`src/rtl/mem_fifo_ctrl_pkg.sv`:
```
// mem_fifo_pkg
// Shared definitions for the memory-backed FIFO controller: the two-state
// output FSM encoding and the default word/address widths used by the
// interface, the pointer counter and the top level.
// Ports: none (package).
package mem_fifo_pkg;

  localparam int DEFAULT_DATA_WIDTH = 2;
  localparam int DEFAULT_ADDR_WIDTH = 2;

  // EMPTY: nothing on pop_data. VALID: pop_data carries the head word.
  typedef enum logic {
    EMPTY = 1'b0,
    VALID = 1'b1
  } fifo_state_e;

endpackage

```
`src/rtl/mem_fifo_ctrl_if.sv`:
```
// mem_fifo_ctrl_if
// Bundles the producer push handshake, the consumer pop handshake and the
// single-port memory bus of the FIFO controller.
//   push_valid/push_ready/push_data : producer side
//   pop_valid/pop_ready/pop_data    : consumer side
//   mem_wr/mem_re/mem_addr/mem_din  : strobes, address and write data to memory
//   mem_dout                        : registered read data from memory
// Modports: slave = the controller, master = the environment around it.
interface mem_fifo_ctrl_if
  import mem_fifo_pkg::*;
#(
  parameter int DATA_WIDTH = DEFAULT_DATA_WIDTH,
  parameter int ADDR_WIDTH = DEFAULT_ADDR_WIDTH
);

  logic                  push_valid;
  logic                  push_ready;
  logic [DATA_WIDTH-1:0] push_data;
  logic                  pop_valid;
  logic                  pop_ready;
  logic [DATA_WIDTH-1:0] pop_data;
  logic                  mem_wr;
  logic                  mem_re;
  logic [ADDR_WIDTH-1:0] mem_addr;
  logic [DATA_WIDTH-1:0] mem_din;
  logic [DATA_WIDTH-1:0] mem_dout;

  modport slave (
    input  push_valid, push_data, pop_ready, mem_dout,
    output push_ready, pop_valid, pop_data, mem_wr, mem_re, mem_addr, mem_din
  );

  modport master (
    output push_valid, push_data, pop_ready, mem_dout,
    input  push_ready, pop_valid, pop_data, mem_wr, mem_re, mem_addr, mem_din
  );

endinterface

```
`src/rtl/mem_fifo_ctrl_ptr.sv`:
```
// mem_fifo_ptr
// Wrapping address counter used for both the write and the read pointer.
// Counts 0 .. DEPTH-1 and wraps to 0, so non-power-of-two depths work too.
//   clk : rising-edge clock
//   rst : synchronous active-high reset, clears ptr to 0
//   en  : advance the pointer by one this edge
//   ptr : current pointer value
module mem_fifo_ptr
  import mem_fifo_pkg::*;
#(
  parameter int PTR_WIDTH = DEFAULT_ADDR_WIDTH,
  parameter int DEPTH     = 1 << PTR_WIDTH
) (
  input  logic                 clk,
  input  logic                 rst,
  input  logic                 en,
  output logic [PTR_WIDTH-1:0] ptr
);

  localparam logic [PTR_WIDTH-1:0] LAST = PTR_WIDTH'(DEPTH - 1);

  always_ff @(posedge clk) begin
    if (rst) begin
      ptr <= '0;
    end else if (en) begin
      ptr <= (ptr == LAST) ? '0 : ptr + PTR_WIDTH'(1);
    end
  end

endmodule

```
`src/rtl/mem_fifo_ctrl.sv`:
```
// mem_fifo_ctrl
// FIFO controller on top of an external single-port memory with registered
// read data. The head word is prefetched out of memory and presented on
// pop_data straight from mem_dout, so total occupancy is mem_count plus one
// while pop_valid is high. Reads take priority over writes on the shared port.
//   clk      : rising-edge clock, shared with the memory
//   rst      : synchronous active-high reset (contents are discarded)
//   bus      : mem_fifo_ctrl_if.slave (push/pop handshakes and memory bus)
// Optional (macro MEM_FIFO_CTRL_LEVEL_EN):
//   level    : registered total occupancy, mem_count + pop_valid
//   overflow : sticky flag, push attempted while the memory was full
module mem_fifo_ctrl
  import mem_fifo_pkg::*;
#(
  parameter int DATA_WIDTH = DEFAULT_DATA_WIDTH,
  parameter int ADDR_WIDTH = DEFAULT_ADDR_WIDTH,
  parameter int MEM_DEPTH  = 1 << ADDR_WIDTH
) (
  input  logic              clk,
  input  logic              rst,
  mem_fifo_ctrl_if.slave    bus
`ifdef MEM_FIFO_CTRL_LEVEL_EN
  ,
  output logic [ADDR_WIDTH:0] level,
  output logic                overflow
`endif
);

  localparam logic [ADDR_WIDTH:0] FULL_COUNT = (ADDR_WIDTH + 1)'(MEM_DEPTH);

  fifo_state_e           state;
  logic [ADDR_WIDTH-1:0] wr_ptr;
  logic [ADDR_WIDTH-1:0] rd_ptr;
  logic [ADDR_WIDTH:0]   mem_count;
  logic [ADDR_WIDTH:0]   count_next;
  logic [DATA_WIDTH-1:0] head_word;
  logic                  pop_valid_q;
  logic                  pop_hs;
  logic                  rd_issue;
  logic                  push_ok;
  logic                  wr_en;

  // Strobes and handshakes are masked while rst is high so nothing moves
  // during the reset cycle even though the state registers are not yet clear.
  assign pop_valid_q = (state == VALID) && !rst;
  assign pop_hs      = pop_valid_q && bus.pop_ready;
  assign rd_issue    = !rst && (mem_count != '0) && ((state == EMPTY) || pop_hs);
  assign push_ok     = !rst && !rd_issue && (mem_count < FULL_COUNT);
  assign wr_en       = bus.push_valid && push_ok;

  assign head_word    = bus.mem_dout;
  assign bus.pop_data   = head_word;
  assign bus.pop_valid  = pop_valid_q;
  assign bus.push_ready = push_ok;
  assign bus.mem_re     = rd_issue;
  assign bus.mem_wr     = wr_en;
  assign bus.mem_din    = bus.push_data;
  // Address idles on the write pointer and only switches for a read.
  assign bus.mem_addr   = rd_issue ? rd_ptr : wr_ptr;

  // Read and write are mutually exclusive, so at most one adjustment applies.
  always_comb begin
    count_next = mem_count;
    if (rd_issue) begin
      count_next = mem_count - (ADDR_WIDTH + 1)'(1);
    end else if (wr_en) begin
      count_next = mem_count + (ADDR_WIDTH + 1)'(1);
    end
  end

  always_ff @(posedge clk) begin
    if (rst) begin
      mem_count <= '0;
    end else begin
      mem_count <= count_next;
    end
  end

  // A read issued now lands on mem_dout at the next edge, which is when the
  // head becomes valid; a pop without a refill leaves the output empty.
  always_ff @(posedge clk) begin
    if (rst) begin
      state <= EMPTY;
    end else if (rd_issue) begin
      state <= VALID;
    end else if (pop_hs) begin
      state <= EMPTY;
    end
  end

  mem_fifo_ptr #(
    .PTR_WIDTH (ADDR_WIDTH),
    .DEPTH     (MEM_DEPTH)
  ) u_wr_ptr (
    .clk (clk),
    .rst (rst),
    .en  (wr_en),
    .ptr (wr_ptr)
  );

  mem_fifo_ptr #(
    .PTR_WIDTH (ADDR_WIDTH),
    .DEPTH     (MEM_DEPTH)
  ) u_rd_ptr (
    .clk (clk),
    .rst (rst),
    .en  (rd_issue),
    .ptr (rd_ptr)
  );

`ifdef MEM_FIFO_CTRL_LEVEL_EN
  logic valid_next;

  // Mirror the next-state decision so level tracks mem_count + pop_valid
  // in the same cycle rather than one cycle late.
  assign valid_next = rd_issue || ((state == VALID) && !pop_hs);

  always_ff @(posedge clk) begin
    if (rst) begin
      level    <= '0;
      overflow <= 1'b0;
    end else begin
      level <= count_next + (ADDR_WIDTH + 1)'(valid_next);
      if (bus.push_valid && (mem_count == FULL_COUNT)) begin
        overflow <= 1'b1;
      end
    end
  end
`endif

endmodule

```
`src/flat_wrapper.sv`:
```
// flat-port wrapper written by rule: the top's interface ports become plain ports
module mem_fifo_ctrl_flat import mem_fifo_pkg::*;
#(
  parameter int DATA_WIDTH = DEFAULT_DATA_WIDTH,
  parameter int ADDR_WIDTH = DEFAULT_ADDR_WIDTH,
  parameter int MEM_DEPTH  = 1 << ADDR_WIDTH
)
  (clk, rst, bus_push_valid, bus_push_data, bus_pop_ready, bus_mem_dout, bus_push_ready, bus_pop_valid, bus_pop_data, bus_mem_wr, bus_mem_re, bus_mem_addr, bus_mem_din);
  mem_fifo_ctrl_if #(.DATA_WIDTH(DATA_WIDTH), .ADDR_WIDTH(ADDR_WIDTH)) bus_i ();
  input  logic clk;
  input  logic rst;
  input wire logic [$bits(bus_i.push_valid)-1:0] bus_push_valid;
  input wire logic [$bits(bus_i.push_data)-1:0] bus_push_data;
  input wire logic [$bits(bus_i.pop_ready)-1:0] bus_pop_ready;
  input wire logic [$bits(bus_i.mem_dout)-1:0] bus_mem_dout;
  output wire logic [$bits(bus_i.push_ready)-1:0] bus_push_ready;
  output wire logic [$bits(bus_i.pop_valid)-1:0] bus_pop_valid;
  output wire logic [$bits(bus_i.pop_data)-1:0] bus_pop_data;
  output wire logic [$bits(bus_i.mem_wr)-1:0] bus_mem_wr;
  output wire logic [$bits(bus_i.mem_re)-1:0] bus_mem_re;
  output wire logic [$bits(bus_i.mem_addr)-1:0] bus_mem_addr;
  output wire logic [$bits(bus_i.mem_din)-1:0] bus_mem_din;
  assign bus_i.push_valid = bus_push_valid;
  assign bus_i.push_data = bus_push_data;
  assign bus_i.pop_ready = bus_pop_ready;
  assign bus_i.mem_dout = bus_mem_dout;
  assign bus_push_ready = bus_i.push_ready;
  assign bus_pop_valid = bus_i.pop_valid;
  assign bus_pop_data = bus_i.pop_data;
  assign bus_mem_wr = bus_i.mem_wr;
  assign bus_mem_re = bus_i.mem_re;
  assign bus_mem_addr = bus_i.mem_addr;
  assign bus_mem_din = bus_i.mem_din;
  mem_fifo_ctrl #(.DATA_WIDTH(DATA_WIDTH), .ADDR_WIDTH(ADDR_WIDTH), .MEM_DEPTH(MEM_DEPTH)) u_core (.clk(clk), .rst(rst), .bus(bus_i));
endmodule
```
`config.mk`:
```
export PLATFORM = sky130hd
export DESIGN_NAME = mem_fifo_ctrl_flat
export DESIGN_NICKNAME = d
export VERILOG_FILES = /design/src/rtl/mem_fifo_ctrl_pkg.sv /design/src/rtl/mem_fifo_ctrl_if.sv /design/src/rtl/mem_fifo_ctrl_ptr.sv /design/src/rtl/mem_fifo_ctrl.sv /design/src/flat_wrapper.sv
export SDC_FILE = /design/constraint.sdc
export NUM_CORES = 1
export LEC_CHECK = 0
export ABC_AREA = 1
export CORE_AREA = 4 4 41 43
export DETAILED_ROUTE_END_ITERATION = 8
export DIE_AREA = 0 0 45 47
export GPL_ROUTABILITY_DRIVEN = 0
export PLACE_DENSITY = 0.7
export SYNTH_ARGS = -nofsm -noshare
export SYNTH_HDL_FRONTEND = slang
export SYNTH_SLANG_ARGS = --single-unit
```
`constraint.sdc`:
```
create_clock -name clk -period 2 [get_ports clk]
set_input_delay 0.3 -clock clk [delete_from_list [all_inputs] [get_ports clk]]
set_output_delay 0.3 -clock clk [all_outputs]
set_load 0.02 [all_outputs]
```
==> impl_metrics.py, run 1 <==
metrics = {
    "detailed_routing": {
        "drtAntennaViolNets": 0,
        "detailroute.via_count": 472,
        "viasPerCell": 4.45,
        "dr.first_iter.drc_count": 7,
        "drc": 0,
        "avgRoutedWirePerCell_um": 9.65,
        "routed_wirelength_mm": 1.02,
        "first_pass_iters": 4,
    },
    "die": {
        "initial_core_util": 0.397,
        "std_cell_rows": 13,
        "design.die.area_um2": 2120,
        "ios": 18,
        "die_extent_in_y_um": 47,
        "fp.dieW_um": 45,
        "placeableCoreArea_um2": 1300,
    },
    "power": {
        "irDropWorstVdd_v": 0.000568,
        "design_power_total_w": 0.000789,
        "cellPowerDensity_nw_per_um2": 1190,
        "power.static_leakage_nw": 0.355,
    },
    "synth": {
        "warnings_from_yosys": 0,
        "synthesis.nets": 87,
        "yosys_most_used_dff": "dfxtp_1",
        "yosysTopAreaCell": "dfxtp_1",
        "synth_enable_flop_cells": 0,
        "synth_cell_types": 18,
        "synth_top_cells_by_count": "nor2_1, nand2_1, inv_1, dfxtp_1",
        "postSynthCellCount": 76,
        "synth_top_cells_by_area": "dfxtp_1, nor2_1, nand2_1, inv_1, buf_4",
        "top_count_cell_post_synth": "nor2_1",
        "async_reset_ff_frac": 0,
        "synth-seq-area-share": 0.310,
        "synth.cell_area_um2": 517,
        "yosys.area.top_type_share": 0.310,
        "synth.avg_cell_area_um2": 6.80,
        "synth-seq-cells": 8,
    },
    "worst_setup_path": {
        "critPathArrivalTime_ns": 1.58,
        "crit_type": "primary input to output pin",
        "crit_path_start_kind": "primary input",
        "largest_fanout_on_the_critical_path": 3,
        "path_cells": "clkdlybuf4s50_1 > buf_4 > nor2_1 > clkdlybuf4s50_1",
        "critPathCaptureType": "output pin",
        "worstReg2RegStart": "u_core.mem_count[2]$_SDFFE_PP0P_",
        "library_cell_contributing_the_largest_single_delay_on_the_critical_path": "clkdlybuf4s50_1",
        "cp_common_cell": "clkdlybuf4s50_1",
        "critical-path-max-stage-delay_ns": 0.60,
        "crit_buf_inv": 3,
        "critPathLaunch": "rst",
        "timing.critical_path.max_delay_family": "buffers and inverters",
        "cp.required_ns": 1.70,
    },
    "hold_path": {
        "min_delay_path_class": "flop to flop",
        "min_from": "u_core.u_rd_ptr.ptr[1]$_SDFFE_PP0P_",
    },
    "global_route": {
        "wire_length_of_the_first_global_routing_pass_mm": 1.83,
        "grt_overflow_total": 0,
        "via_count_of_the_first_global_routing_pass": 439,
        "grt_start_max_net_pins": 8,
        "grt.total_usage": 0.125,
        "initial_antenna_violation_count": 0,
    },
    "timing": {
        "skew_ns": 0.00242,
        "setup_viol": 0,
        "fin_setup_tns_ns": 0,
        "timing.final.ws_setup_ns": 0.120,
        "max-slew-margin-rel": 0.861,
        "layout_min_cycle_time_ns": 1.88,
        "hold_viol_final": 0,
        "clock.fmax_mhz": 532,
        "worst-slew-pin-transition_ns": 0.208,
        "layout_worst_path_cycle_share": 0.940,
        "finalMaxSlewViolations": 0,
        "grt_setup_unrepaired": "no",
    },
    "cts": {
        "post_cts_buffers": 0,
        "root_buffer": "clkbuf_4",
        "cts_tree": "built",
        "postCtsResizedCells": 6,
        "clock_sinks": 8,
        "cts.path.max_buffers": 2,
        "worstSkewPairLatency_ns": 0.26,
        "cts-buffers-inserted": 3,
        "h_tree_levels": 1,
        "cts.reportedPaths.clkPinSlew_ns": 0.05,
        "postCtsHoldBufs": 0,
    },
    "job": {
        "cap_viol_max_count": 0,
    },
    "layout": {
        "flow.area_growth_from_synthesis_pct": 28.3,
        "layout.nets": 104,
        "area_occupied_by_multi_input_gates_um2": 273,
        "seq_cell_area_um2": 160,
        "n_antenna_cell": 0,
        "num-fill-cells": 143,
        "drive_above_1_share": 0.231,
    },
    "place": {
        "number_of_port_buffers": 9,
        "place_worst_setup_slack_ns": -0.283,
        "post-dp-hpwl_um": 799,
    },
    "outcome": {
        "result_of_the_run": "finished, final reports clean",
    },
}
power by group:
group          switching [W]  internal (W)  leakage (nW)
Combinational       0.000241      0.000168         0.275
Sequential         0.0000412      0.000211        0.0661
Clock              0.0000580     0.0000689        0.0138
worst register-to-register path, delay by kind of cell, from the launching register on:
| kind | cells | cell delay (ns) |
|---|---|---|
| AND/OR/NAND/NOR | 4 | 0.41 |
| AO/OA/AOI/OAI | 1 | 0.06 |
| flip-flops | 1 | 0.38 |
| adder cells (fa/ha/maj) | 1 | 0.44 |
| buffers and inverters | 3 | 0.31 |
area by class of cell:
type	instances	share of cell area
Clock buffer	3	0.0340
Inverter	14	0.0792
Multi-Input combinational cell	49	0.411
Sequential cell	8	0.242
Tap cell	15	0.0283
Timing Repair Buffer	17	0.206
cell usage in the layout (no fill, tap or decap):
| cell type | count |
|---|---|
| buf_4 | 8 |
| dfxtp_1 | 8 |
| nand4_1 | 1 |
| inv_2 | 1 |
| nor2_1 | 17 |
| nand2_2 | 2 |
| ha_1 | 2 |
| clkdlybuf4s50_1 | 4 |
| clkbuf_2 | 2 |
| fa_1 | 1 |
| nand3_4 | 2 |
| o21ai_0 | 4 |
| nor2_2 | 1 |
| a21oi_2 | 1 |
| a21oi_1 | 1 |
| clkbuf_4 | 3 |
| o21ai_2 | 1 |
| nand2_1 | 15 |
| inv_1 | 13 |
| nand3_1 | 1 |
| dlygate4sd2_1 | 3 |
per-layer routing:
metal	global-route usage	wire, um	part of all wire	vias up
met1	0.154	501	0.49	202
met2	0.186	458	0.45	8
met3	0.0460	39	0.038	4
met4	0.0702	24	0.023	0
met5	0	0	0	-
li1	-	-	-	258
state kept, by name, summed over array words and instances, names as in the netlist:
signal               count
u_core.u_rd_ptr.ptr      2
u_core.mem_count         3
u_core.u_wr_ptr.ptr      2
u_core.state             1
final timing paths:
path                                                       endpoint  slack [ns]  depth (start not counted)
worst max-delay path                                  bus_pop_valid        0.12                          4
worst min-delay path            u_core.u_rd_ptr.ptr[1]$_SDFFE_PP0P_        0.47                          2
worst max register to register     u_core.mem_count[2]$_SDFFE_PP0P_        0.29                          9
worst min register to register  u_core.u_rd_ptr.ptr[1]$_SDFFE_PP0P_        0.47                          2
kinds of logic after synthesis:
logic type	Yosys count	synth area share
compound gates	7	0.0823
fa+ha+maj	3	0.0872
buf+inv	19	0.182
flops	8	0.310
simple gates	39	0.339
stage by stage:
stage | std cells | util | hold slack, ns | cell area [um2]
after global placement | 103 | 0.495 | 0.458 | 644
after global routing | 106 | 0.510 | 0.485 | 663
after detailed placement | 103 | 0.495 | 0.462 | 644
after floorplan | 76 | - | 0.411 | 517
final | 106 | 0.510 | 0.475 | 663
after CTS | 106 | 0.509 | 0.470 | 662
Power figures use the tool's default switching activity.
==> run 2, diff against run 1 <==
Settings changed: ABC_CLOCK_PERIOD_IN_PS from default to 2000.
==> results of run 2 <==
Same layout as run 1: the final DEF is identical, and so are final timing and power.
